### src/rtl/pwm_config_sync.sv
// Shadow/active configuration registers for the GPIO PWM core. Shadow values are
// loaded into the active outputs only at a frame boundary of a mirrored PWM counter.
`timescale 1ns/1ps
module pwm_config_sync #(
  parameter int CORE_WIDTH        = 4,
  parameter int PWM_COUNTER_WIDTH = 16,
  parameter int ADDR_WIDTH        = 4
) (
  input  logic                                    clk,
  input  logic                                    rst,
  input  logic                                    wr_en,
  input  logic [ADDR_WIDTH-1:0]                   wr_addr,
  input  logic [PWM_COUNTER_WIDTH-1:0]            wr_data,
  input  logic [ADDR_WIDTH-1:0]                   rd_addr,
  output logic [PWM_COUNTER_WIDTH-1:0]            rd_data,
  output logic [PWM_COUNTER_WIDTH-1:0]            period,
  output logic [PWM_COUNTER_WIDTH*CORE_WIDTH:0]   duty,
  output logic                                    pending,
  output logic                                    frame_start,
  output logic                                    commit_done
);

  localparam int W = PWM_COUNTER_WIDTH;
  localparam logic [ADDR_WIDTH-1:0] PERIOD_ADDR = '0;
  localparam logic [ADDR_WIDTH-1:0] CTRL_ADDR   = ADDR_WIDTH'(CORE_WIDTH + 1);

  logic [W-1:0] period_sh;
  logic [W-1:0] duty_sh  [CORE_WIDTH];
  logic [W-1:0] duty_act [CORE_WIDTH];
  logic [W-1:0] cnt;

  logic         wrap;
  logic         ctrl_wr;
  logic         arm;
  logic         abort;
  logic         commit;
  logic         pending_next;
  logic [W-1:0] rd_next;

  // Same wrap rule as the PWM core's counter; the period used here is the one
  // still active during this cycle, even on a commit edge.
  assign wrap        = (cnt > period) || (cnt == '1);
  assign frame_start = (cnt == '0);

  assign ctrl_wr = wr_en && (wr_addr == CTRL_ADDR);
  assign abort   = ctrl_wr && wr_data[1];
  assign arm     = ctrl_wr && wr_data[0];

  // An arm landing on the wrap cycle commits immediately; abort always wins.
  assign commit       = wrap && (pending || arm) && !abort;
  assign pending_next = !abort && !commit && (pending || arm);

  // NOTE: every signal assigned in an always_comb gets a default first, otherwise
  // an address that matches no branch would hold its old value and infer a latch.
  always_comb begin
    rd_next = '0;
    if (rd_addr == PERIOD_ADDR) rd_next = period_sh;
    if (rd_addr == CTRL_ADDR)   rd_next = {{(W-1){1'b0}}, pending};
    for (int i = 0; i < CORE_WIDTH; i++) begin
      if (rd_addr == ADDR_WIDTH'(i + 1)) rd_next = duty_sh[i];
    end
  end

  always_comb begin
    duty = '0;
    for (int i = 0; i < CORE_WIDTH; i++) begin
      duty[i*W +: W] = duty_act[i];
    end
  end

  // NOTE: state is updated with <= only, so every right-hand side below sees the
  // pre-edge value; a commit therefore captures the shadows as they were before
  // any write landing on the same edge.
  always_ff @(posedge clk) begin
    if (rst) begin
      // NOTE: the shadow and active arrays are reset explicitly because readback
      // and the PWM core both rely on them being 0 right after reset.
      period_sh   <= '0;
      period      <= '0;
      for (int i = 0; i < CORE_WIDTH; i++) begin
        duty_sh[i]  <= '0;
        duty_act[i] <= '0;
      end
      cnt         <= '0;
      pending     <= 1'b0;
      rd_data     <= '0;
      commit_done <= 1'b0;
    end else begin
      rd_data     <= rd_next;
      cnt         <= wrap ? '0 : cnt + W'(1);
      pending     <= pending_next;
      commit_done <= commit;
      if (commit) begin
        period <= period_sh;
        for (int i = 0; i < CORE_WIDTH; i++) duty_act[i] <= duty_sh[i];
      end
      if (wr_en && (wr_addr == PERIOD_ADDR)) period_sh <= wr_data;
      for (int i = 0; i < CORE_WIDTH; i++) begin
        if (wr_en && (wr_addr == ADDR_WIDTH'(i + 1))) duty_sh[i] <= wr_data;
      end
    end
  end

endmodule

### config.mk
export PLATFORM = sky130hd
export DESIGN_NAME = pwm_config_sync
export DESIGN_NICKNAME = d
export VERILOG_FILES = /design/src/rtl/pwm_config_sync.sv
export SDC_FILE = /design/constraint.sdc
export NUM_CORES = 1
export LEC_CHECK = 0
export ABC_AREA = 1
export CORE_MARGIN = 5
export CORE_UTILIZATION = 45
export CTS_BUF_LIST = sky130_fd_sc_hd__clkbuf_8
export CTS_CLUSTER_DIAMETER = 200
export DETAILED_ROUTE_END_ITERATION = 12
export DONT_BUFFER_PORTS = 1
export PLACE_DENSITY_LB_ADDON = 0.15
export SETUP_SLACK_MARGIN = 0.3
export SLEW_MARGIN = 30
export SYNTH_ARGS = -nofsm -noshare
export SYNTH_HDL_FRONTEND = slang
export SYNTH_SLANG_ARGS = --single-unit
### constraint.sdc
create_clock -name clk -period 5.9 [get_ports clk]
set_input_delay 1.18 -clock clk [delete_from_list [all_inputs] [get_ports clk]]
set_output_delay 1.18 -clock clk [all_outputs]
set_load 0.005 [all_outputs]
* Word-level counts from Yosys, hierarchy flattened
Memory sizes are Yosys's and may differ from the RTL's.
Index checks and enable logic that the tools add are counted.
** Storage, ports and cells
- Register bits after elaboration :: 66
- Memory bits (writable) :: 128
- Bits of input ports :: 27
- Memories :: 2
** Cells by class
- Add/sub/neg operators :: 1
- Magnitude comparators :: 1
- Equality and inequality tests :: 11
- Muxes and demuxes :: 31
- Bitwise gates (word level) :: 8
- Reductions and logical operators :: 20
** Memories
- duty_act :: words 4, bits a word 16, read ports 4, clocked after memory_dff 0, wr ports 4, RTL line 29 : logic [W-1:0] duty_act [CORE_WIDTH];
- duty_sh :: words 4, bits a word 16, read ports 4, clocked after memory_dff 0, wr ports 4, RTL line 28 : logic [W-1:0] duty_sh [CORE_WIDTH];
** Operator list (number)
- two-way mux 16 bit :: 14
- two-way mux 1 bit :: 17
- adder 16 x 1 -> 16 bit (second input constant) :: 1
- == test 16 bit (second input constant) :: 1
- == test 4 x 2 -> 1 bit (second input constant) :: 4
- == test 4 x 3 -> 1 bit (second input constant) :: 4
- greater-than comparator 16 bit :: 1
- logical NOT 16 bit :: 1
- logical AND 1 bit :: 12
- == test 4 x 1 -> 1 bit (second input constant) :: 2
- logical NOT 4 bit :: 2
- bitwise OR 1 bit :: 8
- logical NOT 1 bit :: 2
- logical OR 1 bit :: 2
- OR reduction 2 bit :: 1

* Depth between registers and ports, before layout
Gate-level depths: netlist of the first run.
- Depth in word-level cells :: 10
- Mapped depth :: 17
- Mapped depth without buffers :: 16

* Worst setup path after synthesis of the first run
No wires, ideal clock.
- Kind :: in2reg
- From :: in wr_en
- To :: mem duty_act[0][0] (netlist bit) (enable)
- Setup time :: 0.424 ns
- Arrival :: 3.376 ns
- Setup slack :: 2.100 ns
- Cell stages on the path :: 9
- Path buffers :: 1
- Path through :: nand2_1 nor2_1 nand2_1 o21bai_1 nand2_1 inv_1 nand2_2 buf_2 nand2_1
** RTL lines
- start, declared :: RTL line 11 : input logic wr_en,
- end, declared :: RTL line 29

==> flow_summary.html, run 1 <==
<table>
<tr><th>Metric</th><th>Value</th></tr>
<tr><th colspan="2">Status</th></tr>
<tr><td>Status</td><td>finished clean</td></tr>
<tr><th colspan="2">Floorplanning</th></tr>
<tr><td>Die Width</td><td>147 um</td></tr>
<tr><td>Chip Height</td><td>147 um</td></tr>
<tr><td>Total Die Area</td><td>between 20000 and 25000 um^2</td></tr>
<tr><td>Area of the core region</td><td>18600 um^2</td></tr>
<tr><td>Initial Utilization</td><td>0.456</td></tr>
<tr><td>Num rows</td><td>50</td></tr>
<tr><td>Num ports</td><td>127</td></tr>
<tr><th colspan="2">Power and ir drop</th></tr>
<tr><td>Pwr Total</td><td>2.66 mW</td></tr>
<tr><td>Power density normalized to cell area</td><td>294 nW/um^2</td></tr>
<tr><td>Pleak</td><td>between 3 and 4 nW</td></tr>
<tr><td>Peak supply drop</td><td>0.148 mV</td></tr>
<tr><th colspan="2">Critical path</th></tr>
<tr><td>Buffers &amp; Inverters on Critical Path</td><td>2</td></tr>
<tr><td>Startpoint type of the worst setup path</td><td>flip-flop</td></tr>
<tr><td>Category of the worst setup path capture point</td><td>flip-flop</td></tr>
<tr><td>Critical path data required time</td><td>6.02 ns</td></tr>
<tr><td>Critical Path Most Common Cell</td><td>sky130_fd_sc_hd__nand2_1</td></tr>
<tr><td>Highest net fanout along the worst path</td><td>43</td></tr>
<tr><td>Largest stage delay on the critical path</td><td>0.57 ns</td></tr>
<tr><td>Worst endpoint data arrival time</td><td>3.60 ns</td></tr>
<tr><td>CP Cell Sequence</td><td>inv_1, ha_1, nand4_1, nor3_1, nand2_1, nand2_1, nand2_1, nand2_4, nand2_2, nand2_2, buf_4</td></tr>
<tr><td>CP max-delay cell</td><td>sky130_fd_sc_hd__buf_4</td></tr>
<tr><td>Critical path class</td><td>flip-flop to flip-flop</td></tr>
<tr><td>Cell type group with the largest total delay on the critical path</td><td>simple AND/OR/NAND/NOR gates</td></tr>
<tr><th colspan="2">Detailed routing</th></tr>
<tr><td>Routed length per instance</td><td>18.4 um</td></tr>
<tr><td>Vias after detailed routing</td><td>5527</td></tr>
<tr><td>Final routed DRC violation total</td><td>0</td></tr>
<tr><td>Iteration count of the initial detailed-routing pass</td><td>5</td></tr>
<tr><td>Remaining antenna violation count</td><td>0</td></tr>
<tr><td>Vias/cell</td><td>between 5 and 6</td></tr>
<tr><td>Final WL</td><td>19.8 mm</td></tr>
<tr><td>Detailed Route Iter0 Violations</td><td>437</td></tr>
<tr><th colspan="2">STA</th></tr>
<tr><td>Clock skew after layout</td><td>0.0108 ns</td></tr>
<tr><td>TNS Setup</td><td>0 ns</td></tr>
<tr><td>Period utilisation layout</td><td>0.589</td></tr>
<tr><td>Final worst path period need</td><td>3.48 ns</td></tr>
<tr><td>Achievable frequency</td><td>288 MHz</td></tr>
<tr><td>Worst slew pin tran</td><td>about 0.97 ns</td></tr>
<tr><td>RSZ-0062 raised after global routing</td><td>no</td></tr>
<tr><td>Hold Slack</td><td>0.477 ns</td></tr>
<tr><td>Final hold violation count</td><td>0</td></tr>
<tr><td>Final number of setup-violating endpoints</td><td>0</td></tr>
<tr><td>Max transition margin</td><td>0.352</td></tr>
<tr><td>Pins Over Slew Limit</td><td>0</td></tr>
<tr><th colspan="2">Placement</th></tr>
<tr><td>Last weighted congestion value of the routability-driven placer</td><td>~0.88</td></tr>
<tr><td>Count of port buffers added during placement</td><td>0</td></tr>
<tr><td>Inst Count DP</td><td>1042</td></tr>
<tr><td>Detailed placer's ending HPWL</td><td>14.7 mm</td></tr>
<tr><th colspan="2">Logic synthesis</th></tr>
<tr><td>Share of the synthesized area in compound gates (AO/OA/AOI/OAI)</td><td>0.0533</td></tr>
<tr><td>Number of synthesized register bits</td><td>between 150 and 200</td></tr>
<tr><td>Biggest area contributors in the synthesized netlist</td><td>sky130_fd_sc_hd__edfxtp_1, sky130_fd_sc_hd__dfxtp_1, sky130_fd_sc_hd__nor2_4, sky130_fd_sc_hd__inv_1, sky130_fd_sc_hd__nand2_1</td></tr>
<tr><td>Fraction of synthesized cell area taken by the top area cell type</td><td>0.452</td></tr>
<tr><td>Simple-gate share of the synthesized area</td><td>0.223</td></tr>
<tr><td>Cells after Synth</td><td>833</td></tr>
<tr><td>Distinct cells, synth</td><td>34</td></tr>
<tr><td>Number of synthesis warnings</td><td>0</td></tr>
<tr><td>EDFF count, synth</td><td>128</td></tr>
<tr><td>Main synth FF type</td><td>sky130_fd_sc_hd__edfxtp_1</td></tr>
<tr><td>Dominant combinational cell family by area after synthesis</td><td>simple AND/OR/NAND/NOR gates</td></tr>
<tr><td>XOR/XNOR share of the synthesized area</td><td>0.00618</td></tr>
<tr><td>Biggest area consumer among synthesized cells</td><td>sky130_fd_sc_hd__edfxtp_1</td></tr>
<tr><td>Async set-or-reset flop fraction in the synthesized netlist</td><td>0</td></tr>
<tr><td>Sequential area share after synthesis</td><td>0.608</td></tr>
<tr><td>Portion of netlist area occupied by mux cells</td><td>0</td></tr>
<tr><td>Fraction of the mapped netlist area in adder cells</td><td>0.0265</td></tr>
<tr><td>Post-synthesis net count</td><td>878</td></tr>
<tr><td>Synthesized area divided by synthesized cell count</td><td>10.2 um^2</td></tr>
<tr><td>Post-synthesis instance area</td><td>around 8500 um^2</td></tr>
<tr><th colspan="2">Clock network</th></tr>
<tr><td>Clock tree from TritonCTS</td><td>done</td></tr>
<tr><td>Buffers inserted during post-CTS setup optimization</td><td>0</td></tr>
<tr><td>CTS H-tree lvls</td><td>4</td></tr>
<tr><td>Sinks on Clock Net</td><td>194</td></tr>
<tr><td>PostCTS Resize Cnt</td><td>0</td></tr>
<tr><td>Clock insertion delay at the later pin of the skew report</td><td>0.47 ns</td></tr>
<tr><td>Count of hold-fix buffers inserted at cts</td><td>0</td></tr>
<tr><td>Clk Tree Root Cell</td><td>sky130_fd_sc_hd__clkbuf_8</td></tr>
<tr><td>Number of buffers created by CTS</td><td>17</td></tr>
<tr><td>Clock slew seen by the registers of the worst setup and hold paths</td><td>0.10 ns</td></tr>
<tr><td>CTS Buffer Depth</td><td>2</td></tr>
<tr><th colspan="2">GRT</th></tr>
<tr><td>Via count of the first global-routing pass</td><td>between 5000 and 6000</td></tr>
<tr><td>Remaining global-route overflow</td><td>0</td></tr>
<tr><td>First-pass GRT wire length</td><td>30.9 mm</td></tr>
<tr><td>Gr usage total</td><td>0.186</td></tr>
<tr><td>Antenna violations before repair</td><td>0</td></tr>
<tr><td>Largest net degree at the start of global routing</td><td>66</td></tr>
<tr><th colspan="2">Finish</th></tr>
<tr><td>Antenna diode count</td><td>0</td></tr>
<tr><td>Number of non-filler instances in the completed layout</td><td>1074</td></tr>
<tr><td>Layout area overhead</td><td>6.30%</td></tr>
<tr><td>Number of filler cells placed in the layout</td><td>~1800</td></tr>
<tr><td>Nets@finish</td><td>872</td></tr>
<tr><td>Share of cells above drive strength 1</td><td>0.118</td></tr>
<tr><th colspan="2">Min path</th></tr>
<tr><td>Hold crit path type</td><td>flip-flop to flip-flop</td></tr>
<tr><th colspan="2">Job</th></tr>
<tr><td>Max capacitance violation total</td><td>0</td></tr>
</table>
## cells in the final DEF (no fill, tap or decap), drive strengths merged, types with 6 or more instances in the layout
master  count
nand2     136
nor3       11
edfxtp    128
inv       139
a31oi      15
nor2      161
a21oi      43
o21ai      24
nand3      48
ha         18
clkinv      6
clkbuf     18
dfxtp      66
## cells in the mapped netlist, types with 5 or more instances
cell type,count
sky130_fd_sc_hd__nand3_1,47
sky130_fd_sc_hd__a21oi_1,43
sky130_fd_sc_hd__nand2_1,131
sky130_fd_sc_hd__nor3_1,10
sky130_fd_sc_hd__nor2_4,50
sky130_fd_sc_hd__nor2_1,110
sky130_fd_sc_hd__inv_1,131
sky130_fd_sc_hd__dfxtp_1,66
sky130_fd_sc_hd__buf_12,5
sky130_fd_sc_hd__xor2_1,5
sky130_fd_sc_hd__edfxtp_1,128
sky130_fd_sc_hd__ha_1,18
sky130_fd_sc_hd__a31oi_1,15
sky130_fd_sc_hd__nand4_1,5
sky130_fd_sc_hd__clkbuf_1,14
sky130_fd_sc_hd__o21ai_0,24
sky130_fd_sc_hd__buf_2,5
## kinds of logic (layout without fill, tap and decap cells)
group	Yosys count	after routing
buf+inv	162	169
xor+xnor	6	6
simple gates	367	367
flops	194	194
fa+ha+maj	18	18
other cells	1	1
compound gates	85	85
## stage by stage
step                area [um^2]  setup slack [ns]   util
floorplan                  8500              2.10      -
global placement           8630              2.40  0.463
detailed placement         8630              2.32  0.463
CTS                        9030              2.37  0.485
global route               9030              2.05  0.485
finish                     9030              2.42  0.485
## path summary, 6_finish.rpt
path	startpoint	endpoint	cells past startpoint	slack, ns
max	period[11]	duty_act[1][1]	11	2.42
min	cnt[0]	cnt[0]	1	0.48
min reg2reg	cnt[0]	cnt[0]	1	0.48
max reg2reg	period[11]	duty_act[1][1]	11	2.42
## per-layer routing
metal,GRT usage,vias to the layer above,part of all wire
met2,0.321,165,0.51
met3,0.0564,28,0.072
met4,0.0527,0,0.016
met5,0,-,0
li1,-,2673,-
met1,0.226,2661,0.40
## state kept, by name, summed over array words and instances, names as in the netlist
name,flops
cnt,16
commit_done,1
duty_act,64
duty_sh,64
pending,1
period,16
period_sh,16
rd_data,16
## report_power, final
part	switching, mW	internal [mW]	leakage, nW
Combinational	0.180	0.0540	1.52
Sequential	0.0394	1.51	1.81
Clock	0.482	0.393	0.202
Total	0.702	1.96	3.53
## final cells by class
class,count,area (um^2),area share
Multi-Input combinational cell,477,2650,0.293
Timing Repair Buffer,3,22.5,0.00249
Tap cell,234,293,0.0324
Sequential cell,194,5160,0.572
Clock inverter,14,151,0.0168
Clock buffer,18,248,0.0274
Inverter,134,503,0.0557
Power figures use the tool's default switching activity.
==> run 2: changes to the inputs <==
==> constraint.sdc (replaced) <==
create_clock -name clk -period 3.35 [get_ports clk]
set_input_delay 0.67 -clock clk [delete_from_list [all_inputs] [get_ports clk]]
set_output_delay 0.67 -clock clk [all_outputs]
set_load 0.005 [all_outputs]
==> run 2 against run 1 <==
Compared with the run above: register-to-register slack lost 1.8 ns; highest routed layer unchanged; setup slack worse by 1.8 ns; sequential cell count is the same; largest power group unchanged.
==> flow_summary.html, run 2 (synthesized netlist as in run 1, its figures left out) <==
<table>
<tr><th>Metric</th><th>Value</th></tr>
<tr><th colspan="2">Floorplanning</th></tr>
<tr><td>Chip Height</td><td>147 um (unchanged)</td></tr>
<tr><td>Total Die Area</td><td>21700 um^2 (unchanged)</td></tr>
<tr><td>Num ports</td><td>127 (unchanged)</td></tr>
<tr><td>Die Width</td><td>147 um (unchanged)</td></tr>
<tr><td>Area of the core region</td><td>18600 um^2 (unchanged)</td></tr>
<tr><td>Num rows</td><td>50 (unchanged)</td></tr>
<tr><td>Initial Utilization</td><td>0.456 (unchanged)</td></tr>
<tr><th colspan="2">Clock network</th></tr>
<tr><td>CTS H-tree lvls</td><td>4 (unchanged)</td></tr>
<tr><td>Clk Tree Root Cell</td><td>sky130_fd_sc_hd__clkbuf_8 (unchanged)</td></tr>
<tr><td>Number of buffers created by CTS</td><td>17 (unchanged)</td></tr>
<tr><td>PostCTS Resize Cnt</td><td>0 (unchanged)</td></tr>
<tr><td>CTS Buffer Depth</td><td>2 (unchanged)</td></tr>
<tr><td>Clock tree from TritonCTS</td><td>done (unchanged)</td></tr>
<tr><td>Buffers inserted during post-CTS setup optimization</td><td>0 (unchanged)</td></tr>
<tr><td>Count of hold-fix buffers inserted at cts</td><td>0 (unchanged)</td></tr>
<tr><td>Clock slew seen by the registers of the worst setup and hold paths</td><td>0.10 ns (about the same)</td></tr>
<tr><td>Sinks on Clock Net</td><td>194 (unchanged)</td></tr>
<tr><td>Clock insertion delay at the later pin of the skew report</td><td>0.48 ns (was 0.47 ns)</td></tr>
<tr><th colspan="2">Min path</th></tr>
<tr><td>Hold wc startpoint</td><td>rst (was cnt[0])</td></tr>
<tr><td>Hold Path Sink</td><td>rd_data[4] (was cnt[0])</td></tr>
<tr><td>Cell depth of the worst hold path</td><td>1 (unchanged)</td></tr>
<tr><td>Hold crit path type</td><td>input pin to flip-flop (was flip-flop to flip-flop)</td></tr>
<tr><th colspan="2">GRT</th></tr>
<tr><td>Via count of the first global-routing pass</td><td>5353 (was 5488)</td></tr>
<tr><td>Antenna violations before repair</td><td>0 (unchanged)</td></tr>
<tr><td>Gr usage total</td><td>0.182 (was 0.186)</td></tr>
<tr><td>First-pass GRT wire length</td><td>30.1 mm (was 30.9 mm)</td></tr>
<tr><td>Remaining global-route overflow</td><td>0 (unchanged)</td></tr>
<tr><td>Largest net degree at the start of global routing</td><td>65 (was 66)</td></tr>
<tr><th colspan="2">Finish</th></tr>
<tr><td>Highest-count cells in the layout ignoring fill and taps</td><td>sky130_fd_sc_hd__inv_1, sky130_fd_sc_hd__nand2_1, sky130_fd_sc_hd__edfxtp_1 (unchanged)</td></tr>
<tr><td>Biggest regs</td><td>duty_act x64, duty_sh x64 (unchanged)</td></tr>
<tr><td>Layout area overhead</td><td>7.63% (was 6.30%)</td></tr>
<tr><td>Antenna diode count</td><td>0 (unchanged)</td></tr>
<tr><td>Nets@finish</td><td>880 (was 872)</td></tr>
<tr><td>Share of cells above drive strength 1</td><td>0.126 (was 0.118)</td></tr>
<tr><td>Number of filler cells placed in the layout</td><td>1733 (was 1758)</td></tr>
<tr><td>Most common cell after layout, fill and taps aside</td><td>sky130_fd_sc_hd__inv_1 (unchanged)</td></tr>
<tr><th colspan="2">STA</th></tr>
<tr><td>Max transition margin</td><td>0.398 (was 0.352)</td></tr>
<tr><td>Final hold violation count</td><td>0 (unchanged)</td></tr>
<tr><td>Period utilisation layout</td><td>0.817 (was 0.589)</td></tr>
<tr><td>Worst slew pin tran</td><td>0.900 ns (was 0.972 ns)</td></tr>
<tr><td>RSZ-0062 raised after global routing</td><td>no (unchanged)</td></tr>
<tr><td>Hold Slack</td><td>0.253 ns (was 0.477 ns)</td></tr>
<tr><td>TNS Setup</td><td>0 ns (unchanged)</td></tr>
<tr><td>Final worst path period need</td><td>2.74 ns (was 3.48 ns)</td></tr>
<tr><td>Final number of setup-violating endpoints</td><td>0 (unchanged)</td></tr>
<tr><td>Clock skew after layout</td><td>0.0100 ns (was 0.0108 ns)</td></tr>
<tr><td>Pins Over Slew Limit</td><td>0 (unchanged)</td></tr>
<tr><td>Achievable frequency</td><td>365 MHz (was 288 MHz)</td></tr>
<tr><th colspan="2">Power and ir drop</th></tr>
<tr><td>Peak supply drop</td><td>0.258 mV (was 0.148 mV)</td></tr>
<tr><td>Switch Pwr</td><td>1.23 mW (was 702 uW)</td></tr>
<tr><td>Combinational Power Share</td><td>0.089 (was 0.088)</td></tr>
<tr><td>Switching fraction of total power</td><td>0.260 (was 0.264)</td></tr>
<tr><td>Relative contribution of the clock network to total power</td><td>0.336 (was 0.329)</td></tr>
<tr><td>Internal power</td><td>3.51 mW (was 1.96 mW)</td></tr>
<tr><td>Pleak</td><td>3.59 nW (was 3.53 nW)</td></tr>
<tr><td>Power density normalized to cell area</td><td>518 nW/um^2 (was 294 nW/um^2)</td></tr>
<tr><td>Register share of total power</td><td>0.575 (was 0.583)</td></tr>
<tr><th colspan="2">Critical path</th></tr>
<tr><td>CP max-delay cell</td><td>sky130_fd_sc_hd__dfxtp_1 (was sky130_fd_sc_hd__buf_4)</td></tr>
<tr><td>Critical path class</td><td>flip-flop to flip-flop (unchanged)</td></tr>
<tr><td>Start of the worst register-to-register path</td><td>period[15] (was period[11])</td></tr>
<tr><td>Worst endpoint data arrival time</td><td>2.88 ns (was 3.60 ns)</td></tr>
<tr><td>Startpoint type of the worst setup path</td><td>flip-flop (unchanged)</td></tr>
<tr><td>CP Cell Sequence</td><td>inv_1, ha_1, nand2_1, nor3_1, nand2_1, nand2_1, nand2_1, nand2_4, nand2_2, nand2_2, buf_12 (was inv_1, ha_1, nand4_1, nor3_1, nand2_1, nand2_1, nand2_1, nand2_4, nand2_2, nand2_2, buf_4)</td></tr>
<tr><td>Highest net fanout along the worst path</td><td>64 (was 43)</td></tr>
<tr><td>Setup slack of the most critical reg-to-reg path</td><td>0.61 ns (was 2.42 ns)</td></tr>
<tr><td>Critical Path Most Common Cell</td><td>sky130_fd_sc_hd__nand2_1 (unchanged)</td></tr>
<tr><td>Worst reg2reg path endpoint</td><td>duty_act[2][11] (was duty_act[1][1])</td></tr>
<tr><td>Critical path data required time</td><td>3.49 ns (was 6.02 ns)</td></tr>
<tr><td>R2R cell count</td><td>11 (unchanged)</td></tr>
<tr><td>Category of the worst setup path capture point</td><td>flip-flop (unchanged)</td></tr>
<tr><td>Largest stage delay on the critical path</td><td>0.40 ns (was 0.57 ns)</td></tr>
<tr><th colspan="2">Placement</th></tr>
<tr><td>Detailed placer's ending HPWL</td><td>14.4 mm (was 14.7 mm)</td></tr>
<tr><td>Last weighted congestion value of the routability-driven placer</td><td>0.845 (was 0.880)</td></tr>
<tr><td>Count of port buffers added during placement</td><td>0 (unchanged)</td></tr>
<tr><th colspan="2">Detailed routing</th></tr>
<tr><td>Remaining antenna violation count</td><td>0 (unchanged)</td></tr>
<tr><td>Final WL</td><td>19.4 mm (was 19.8 mm)</td></tr>
<tr><td>Vias/cell</td><td>5.08 (was 5.15)</td></tr>
<tr><td>Vias after detailed routing</td><td>5499 (was 5527)</td></tr>
<tr><td>Final routed DRC violation total</td><td>0 (unchanged)</td></tr>
<tr><td>Routed length per instance</td><td>17.9 um (was 18.4 um)</td></tr>
<tr><td>Detailed Route Iter0 Violations</td><td>377 (was 437)</td></tr>
<tr><td>Iteration count of the initial detailed-routing pass</td><td>5 (unchanged)</td></tr>
<tr><th colspan="2">Status</th></tr>
<tr><td>Status</td><td>finished clean (unchanged)</td></tr>
<tr><th colspan="2">Job</th></tr>
<tr><td>Max capacitance violation total</td><td>0 (unchanged)</td></tr>
</table>
[run 2: changes by cell type in the layout (fill, tap and decap cells not counted)]
cell | previous run | this run
sky130_fd_sc_hd__clkbuf_8 | 18 | 17
sky130_fd_sc_hd__clkinvlp_4 | 1 | 2
sky130_fd_sc_hd__clkinv_2 | 2 | 4
sky130_fd_sc_hd__buf_4 | 3 | 8
sky130_fd_sc_hd__clkinv_1 | 1 | 0
sky130_fd_sc_hd__nor2_2 | 2 | 1
sky130_fd_sc_hd__inv_8 | 0 | 2
sky130_fd_sc_hd__inv_6 | 5 | 2
sky130_fd_sc_hd__bufinv_16 | 2 | 3
sky130_fd_sc_hd__buf_12 | 0 | 3
sky130_fd_sc_hd__clkinv_4 | 3 | 2
sky130_fd_sc_hd__nor2_1 | 109 | 110
[run 2: power by group through the flow]
| stage | Sequential [mW] | Clock (mW) | Combinational, mW |
|---|---|---|---|
| 2_1_floorplan | 2.76 | 0 | 0.319 |
| 3_5_place_dp | 2.78 | 0 | 0.427 |
| 5_1_grt | 2.74 | 1.73 | 0.478 |
| 3_3_place_gp | 2.78 | 0 | 0.412 |
| 6_report | 2.73 | 1.60 | 0.421 |
| 4_1_cts | 2.73 | 1.63 | 0.429 |
[run 2: stage by stage]
stage               std cells  instance area (um^2)  worst slack, ns  power (mW)   util
finish                   1082                  9150            0.612        4.74  0.491
global route             1082                  9150            0.344        4.95  0.491
CTS                      1082                  9150            0.614        4.78  0.491
detailed placement       1050                  8730            0.635        3.21  0.468
global placement         1050                  8730            0.729        3.19  0.468
floorplan                 833                  8500            0.616        3.08      -
[run 2: layout make-up]
type / instances / area, um^2 / area share
well taps: 234 / 293 / 0.0320
flip-flops and latches: 194 / 5160 / 0.565
repair buffers: 11 / 120 / 0.0131
multi-input cells: 477 / 2650 / 0.290
clock inverters: 15 / 183 / 0.0200
clock buffers: 17 / 234 / 0.0256
inverters: 134 / 503 / 0.0550
[run 2: worst max path at each step]
stage / cells after the start / startpoint / endpoint / slack, ns
floorplan: 11 / period[15] / duty_act[0][0] / 0.62
global placement: 11 / period[15] / duty_act[1][5] / 0.73
detailed placement: 11 / period[15] / duty_act[1][5] / 0.64
CTS: 11 / period[15] / duty_act[1][1] / 0.61
global route: 11 / period[15] / duty_act[2][11] / 0.34
finish: 11 / period[15] / duty_act[2][11] / 0.61
[run 2: layer usage]
layer  routed length (um)  vias up  GRT usage
met4                  334        0     0.0606
met1                 7990     2590      0.225
met5                    0        -          0
li1                     -     2693          -
met3                 1450       28     0.0567
met2                 9570      188      0.306
[run 2: worst max-delay path, delay by kind of cell (launching register included)]
kind,cells,cell delay (ns)
fa+ha+maj,1,0.29
buf+inv,2,0.38
flops,1,0.40
simple gates,8,1.27
==> run 3: changes to the inputs <==
==> constraint.sdc (replaced) <==
create_clock -name clk -period 2.8 [get_ports clk]
set_input_delay 0.56 -clock clk [delete_from_list [all_inputs] [get_ports clk]]
set_output_delay 0.56 -clock clk [all_outputs]
set_load 0.005 [all_outputs]
==> run 3 against run 2 <==
Compared with the run above: combinational power up 35%; fmax up 17%; non-clock buffer count grew 11; clock skew increased by 0.0036 ns; critical endpoint is now duty_act[3][10]; highest routed layer unchanged.
==> flow_summary.html, run 3 (synthesized netlist as in run 1, its figures left out) <==
<table>
<tr><th>Metric</th><th>Value</th></tr>
<tr><th colspan="2">Status</th></tr>
<tr><td>Status</td><td>finished clean (unchanged)</td></tr>
<tr><th colspan="2">Clock network</th></tr>
<tr><td>Count of hold-fix buffers inserted at cts</td><td>0 (unchanged)</td></tr>
<tr><td>CTS H-tree lvls</td><td>4 (unchanged)</td></tr>
<tr><td>CTS Buffer Depth</td><td>2 (unchanged)</td></tr>
<tr><td>Clock insertion delay at the later pin of the skew report</td><td>0.47 ns (was 0.48 ns)</td></tr>
<tr><td>Sinks on Clock Net</td><td>194 (unchanged)</td></tr>
<tr><td>Number of buffers created by CTS</td><td>17 (unchanged)</td></tr>
<tr><td>Clock tree from TritonCTS</td><td>done (unchanged)</td></tr>
<tr><td>Clk Tree Root Cell</td><td>sky130_fd_sc_hd__clkbuf_8 (unchanged)</td></tr>
<tr><td>Clock slew seen by the registers of the worst setup and hold paths</td><td>0.10 ns (about the same)</td></tr>
<tr><th colspan="2">Min path</th></tr>
<tr><td>Hold crit path type</td><td>input pin to flip-flop (unchanged)</td></tr>
<tr><td>Hold wc startpoint</td><td>rst (unchanged)</td></tr>
<tr><th colspan="2">Floorplanning</th></tr>
<tr><td>Num rows</td><td>50 (unchanged)</td></tr>
<tr><td>Initial Utilization</td><td>0.456 (unchanged)</td></tr>
<tr><td>Num ports</td><td>127 (unchanged)</td></tr>
<tr><td>Area of the core region</td><td>18600 um^2 (unchanged)</td></tr>
<tr><td>Total Die Area</td><td>21700 um^2 (unchanged)</td></tr>
<tr><td>Chip Height</td><td>147 um (unchanged)</td></tr>
<tr><td>Die Width</td><td>147 um (unchanged)</td></tr>
<tr><th colspan="2">GRT</th></tr>
<tr><td>Largest net degree at the start of global routing</td><td>39 (was 65)</td></tr>
<tr><td>Gr usage total</td><td>0.184 (was 0.182)</td></tr>
<tr><td>Remaining global-route overflow</td><td>0 (unchanged)</td></tr>
<tr><td>Via count of the first global-routing pass</td><td>5522 (was 5353)</td></tr>
<tr><td>First-pass GRT wire length</td><td>30.5 mm (was 30.1 mm)</td></tr>
<tr><td>Antenna violations before repair</td><td>0 (unchanged)</td></tr>
<tr><th colspan="2">Critical path</th></tr>
<tr><td>Category of the worst setup path capture point</td><td>flip-flop (unchanged)</td></tr>
<tr><td>Start of the worst register-to-register path</td><td>period[5] (was period[15])</td></tr>
<tr><td>Critical path class</td><td>flip-flop to flip-flop (unchanged)</td></tr>
<tr><td>Origin of the worst setup path</td><td>period[5] (was period[15])</td></tr>
<tr><td>Highest net fanout along the worst path</td><td>20 (was 64)</td></tr>
<tr><td>Critical path data required time</td><td>3.03 ns (was 3.49 ns)</td></tr>
<tr><td>Worst endpoint data arrival time</td><td>2.57 ns (was 2.88 ns)</td></tr>
<tr><td>Startpoint type of the worst setup path</td><td>flip-flop (unchanged)</td></tr>
<tr><th colspan="2">Finish</th></tr>
<tr><td>Layout area overhead</td><td>8.14% (was 7.63%)</td></tr>
<tr><td>Most common cell after layout, fill and taps aside</td><td>sky130_fd_sc_hd__inv_1 (unchanged)</td></tr>
<tr><td>Number of non-filler instances in the completed layout</td><td>1093 (was 1082)</td></tr>
<tr><td>Nets@finish</td><td>891 (was 880)</td></tr>
<tr><td>Biggest regs</td><td>duty_act x64, duty_sh x64 (unchanged)</td></tr>
<tr><td>Antenna diode count</td><td>0 (unchanged)</td></tr>
<tr><td>Highest-count cells in the layout ignoring fill and taps</td><td>sky130_fd_sc_hd__inv_1, sky130_fd_sc_hd__nand2_1, sky130_fd_sc_hd__edfxtp_1 (unchanged)</td></tr>
<tr><td>Share of cells above drive strength 1</td><td>0.134 (was 0.126)</td></tr>
<tr><th colspan="2">STA</th></tr>
<tr><td>RSZ-0062 raised after global routing</td><td>yes (was no)</td></tr>
<tr><td>Achievable frequency</td><td>428 MHz (was 365 MHz)</td></tr>
<tr><td>Final worst path period need</td><td>2.34 ns (was 2.74 ns)</td></tr>
<tr><td>Worst slew pin tran</td><td>0.853 ns (was 0.900 ns)</td></tr>
<tr><td>Pins Over Slew Limit</td><td>0 (unchanged)</td></tr>
<tr><td>Final hold violation count</td><td>0 (unchanged)</td></tr>
<tr><td>Max transition margin</td><td>0.430 (was 0.398)</td></tr>
<tr><td>Final number of setup-violating endpoints</td><td>0 (unchanged)</td></tr>
<tr><td>TNS Setup</td><td>0 ns (unchanged)</td></tr>
<tr><td>Period utilisation layout</td><td>0.835 (was 0.817)</td></tr>
<tr><td>Clock skew after layout</td><td>0.0136 ns (was 0.0100 ns)</td></tr>
<tr><th colspan="2">Detailed routing</th></tr>
<tr><td>Final routed DRC violation total</td><td>0 (unchanged)</td></tr>
<tr><td>Routed length per instance</td><td>18.0 um (was 17.9 um)</td></tr>
<tr><td>Detailed Route Iter0 Violations</td><td>441 (was 377)</td></tr>
<tr><td>Vias after detailed routing</td><td>5544 (was 5499)</td></tr>
<tr><td>Vias/cell</td><td>5.07 (was 5.08)</td></tr>
<tr><td>Final WL</td><td>19.7 mm (was 19.4 mm)</td></tr>
<tr><td>Remaining antenna violation count</td><td>0 (unchanged)</td></tr>
<tr><td>Iteration count of the initial detailed-routing pass</td><td>5 (unchanged)</td></tr>
<tr><th colspan="2">Placement</th></tr>
<tr><td>Last weighted congestion value of the routability-driven placer</td><td>0.853 (was 0.845)</td></tr>
<tr><td>Detailed placer's ending HPWL</td><td>14.9 mm (was 14.4 mm)</td></tr>
<tr><td>Count of port buffers added during placement</td><td>0 (unchanged)</td></tr>
<tr><td>Inst Count DP</td><td>1059 (was 1050)</td></tr>
<tr><th colspan="2">Power and ir drop</th></tr>
<tr><td>Pwr Total</td><td>5.50 mW (was 4.74 mW)</td></tr>
<tr><td>Power density normalized to cell area</td><td>599 nW/um^2 (was 518 nW/um^2)</td></tr>
<tr><td>Pleak</td><td>3.62 nW (was 3.59 nW)</td></tr>
<tr><td>Peak supply drop</td><td>0.308 mV (was 0.258 mV)</td></tr>
<tr><th colspan="2">Job</th></tr>
<tr><td>Max capacitance violation total</td><td>0 (unchanged)</td></tr>
</table>
[run 3: cell types whose count changed in the layout (fill, tap and decap cells not counted), sizes merged]
cell	delta
clkinvlp	+2
bufinv	-2
buf	+11
[run 3: path summary, 6_finish.rpt]
check                                        to  slack [ns]  cells past startpoint
worst max-delay path            duty_act[3][10]        0.46                     13
worst max register to register  duty_act[3][10]        0.46                     13
worst min-delay path               period_sh[1]        0.15                      1
worst min register to register           cnt[0]        0.47                      1
[run 3: area by class of cell]
type | instances | area [um^2]
clock buffers | 17 | 234
clock inverters | 15 | 119
fillers | 1746 | 9450
inverters | 134 | 503
multi-input cells | 477 | 2650
flip-flops and latches | 194 | 5160
well taps | 234 | 293
repair buffers | 22 | 223
[run 3: repair_timing]
action / CTS / global route
endpoints found under the setup margin: 0 / 112
gates resized for setup: 0 / 2
buffers inserted: 0 / 2
[run 3: metal layers]
metal | global-route usage | share of wire | up-vias
met4 | 0.0499 | 0.010 | 0
met2 | 0.323 | 0.51 | 188
met5 | 0 | 0 | -
li1 | - | - | 2714
met1 | 0.224 | 0.41 | 2622
met3 | 0.0527 | 0.064 | 20
[run 3: critical path, cell delays in order (launching register included)]
cell and delay (ns):
sky130_fd_sc_hd__dfxtp_1 0.41, sky130_fd_sc_hd__inv_1 0.07, sky130_fd_sc_hd__ha_1 0.30, sky130_fd_sc_hd__a21oi_1 0.16, sky130_fd_sc_hd__nor2_1 0.06, sky130_fd_sc_hd__nor2_1 0.11, sky130_fd_sc_hd__nand2_1 0.07, sky130_fd_sc_hd__nand2_1 0.05
sky130_fd_sc_hd__nand2_1 0.04, sky130_fd_sc_hd__nand2_1 0.12, sky130_fd_sc_hd__nand2_4 0.13, sky130_fd_sc_hd__nand2_8 0.25, sky130_fd_sc_hd__buf_4 0.29, sky130_fd_sc_hd__nor2_4 0.04
[run 3: where the power goes]
part / internal [mW] / total (mW) / switching, mW
clock network: 0.693 / 1.67 / 0.979
registers: 3.18 / 3.26 / 0.0813
logic: 0.169 / 0.568 / 0.399
[run 3: through the flow]
stage	hold slack (ns)	setup slack, ns	util	cell area [um^2]
2_1_floorplan	0.430	0.398	-	8510
3_3_place_gp	0.456	0.425	0.473	8810
3_5_place_dp	0.454	0.361	0.473	8810
4_1_cts	0.125	0.357	0.492	9170
5_1_grt	0.109	0.295	0.493	9190
6_report	0.147	0.462	0.493	9190
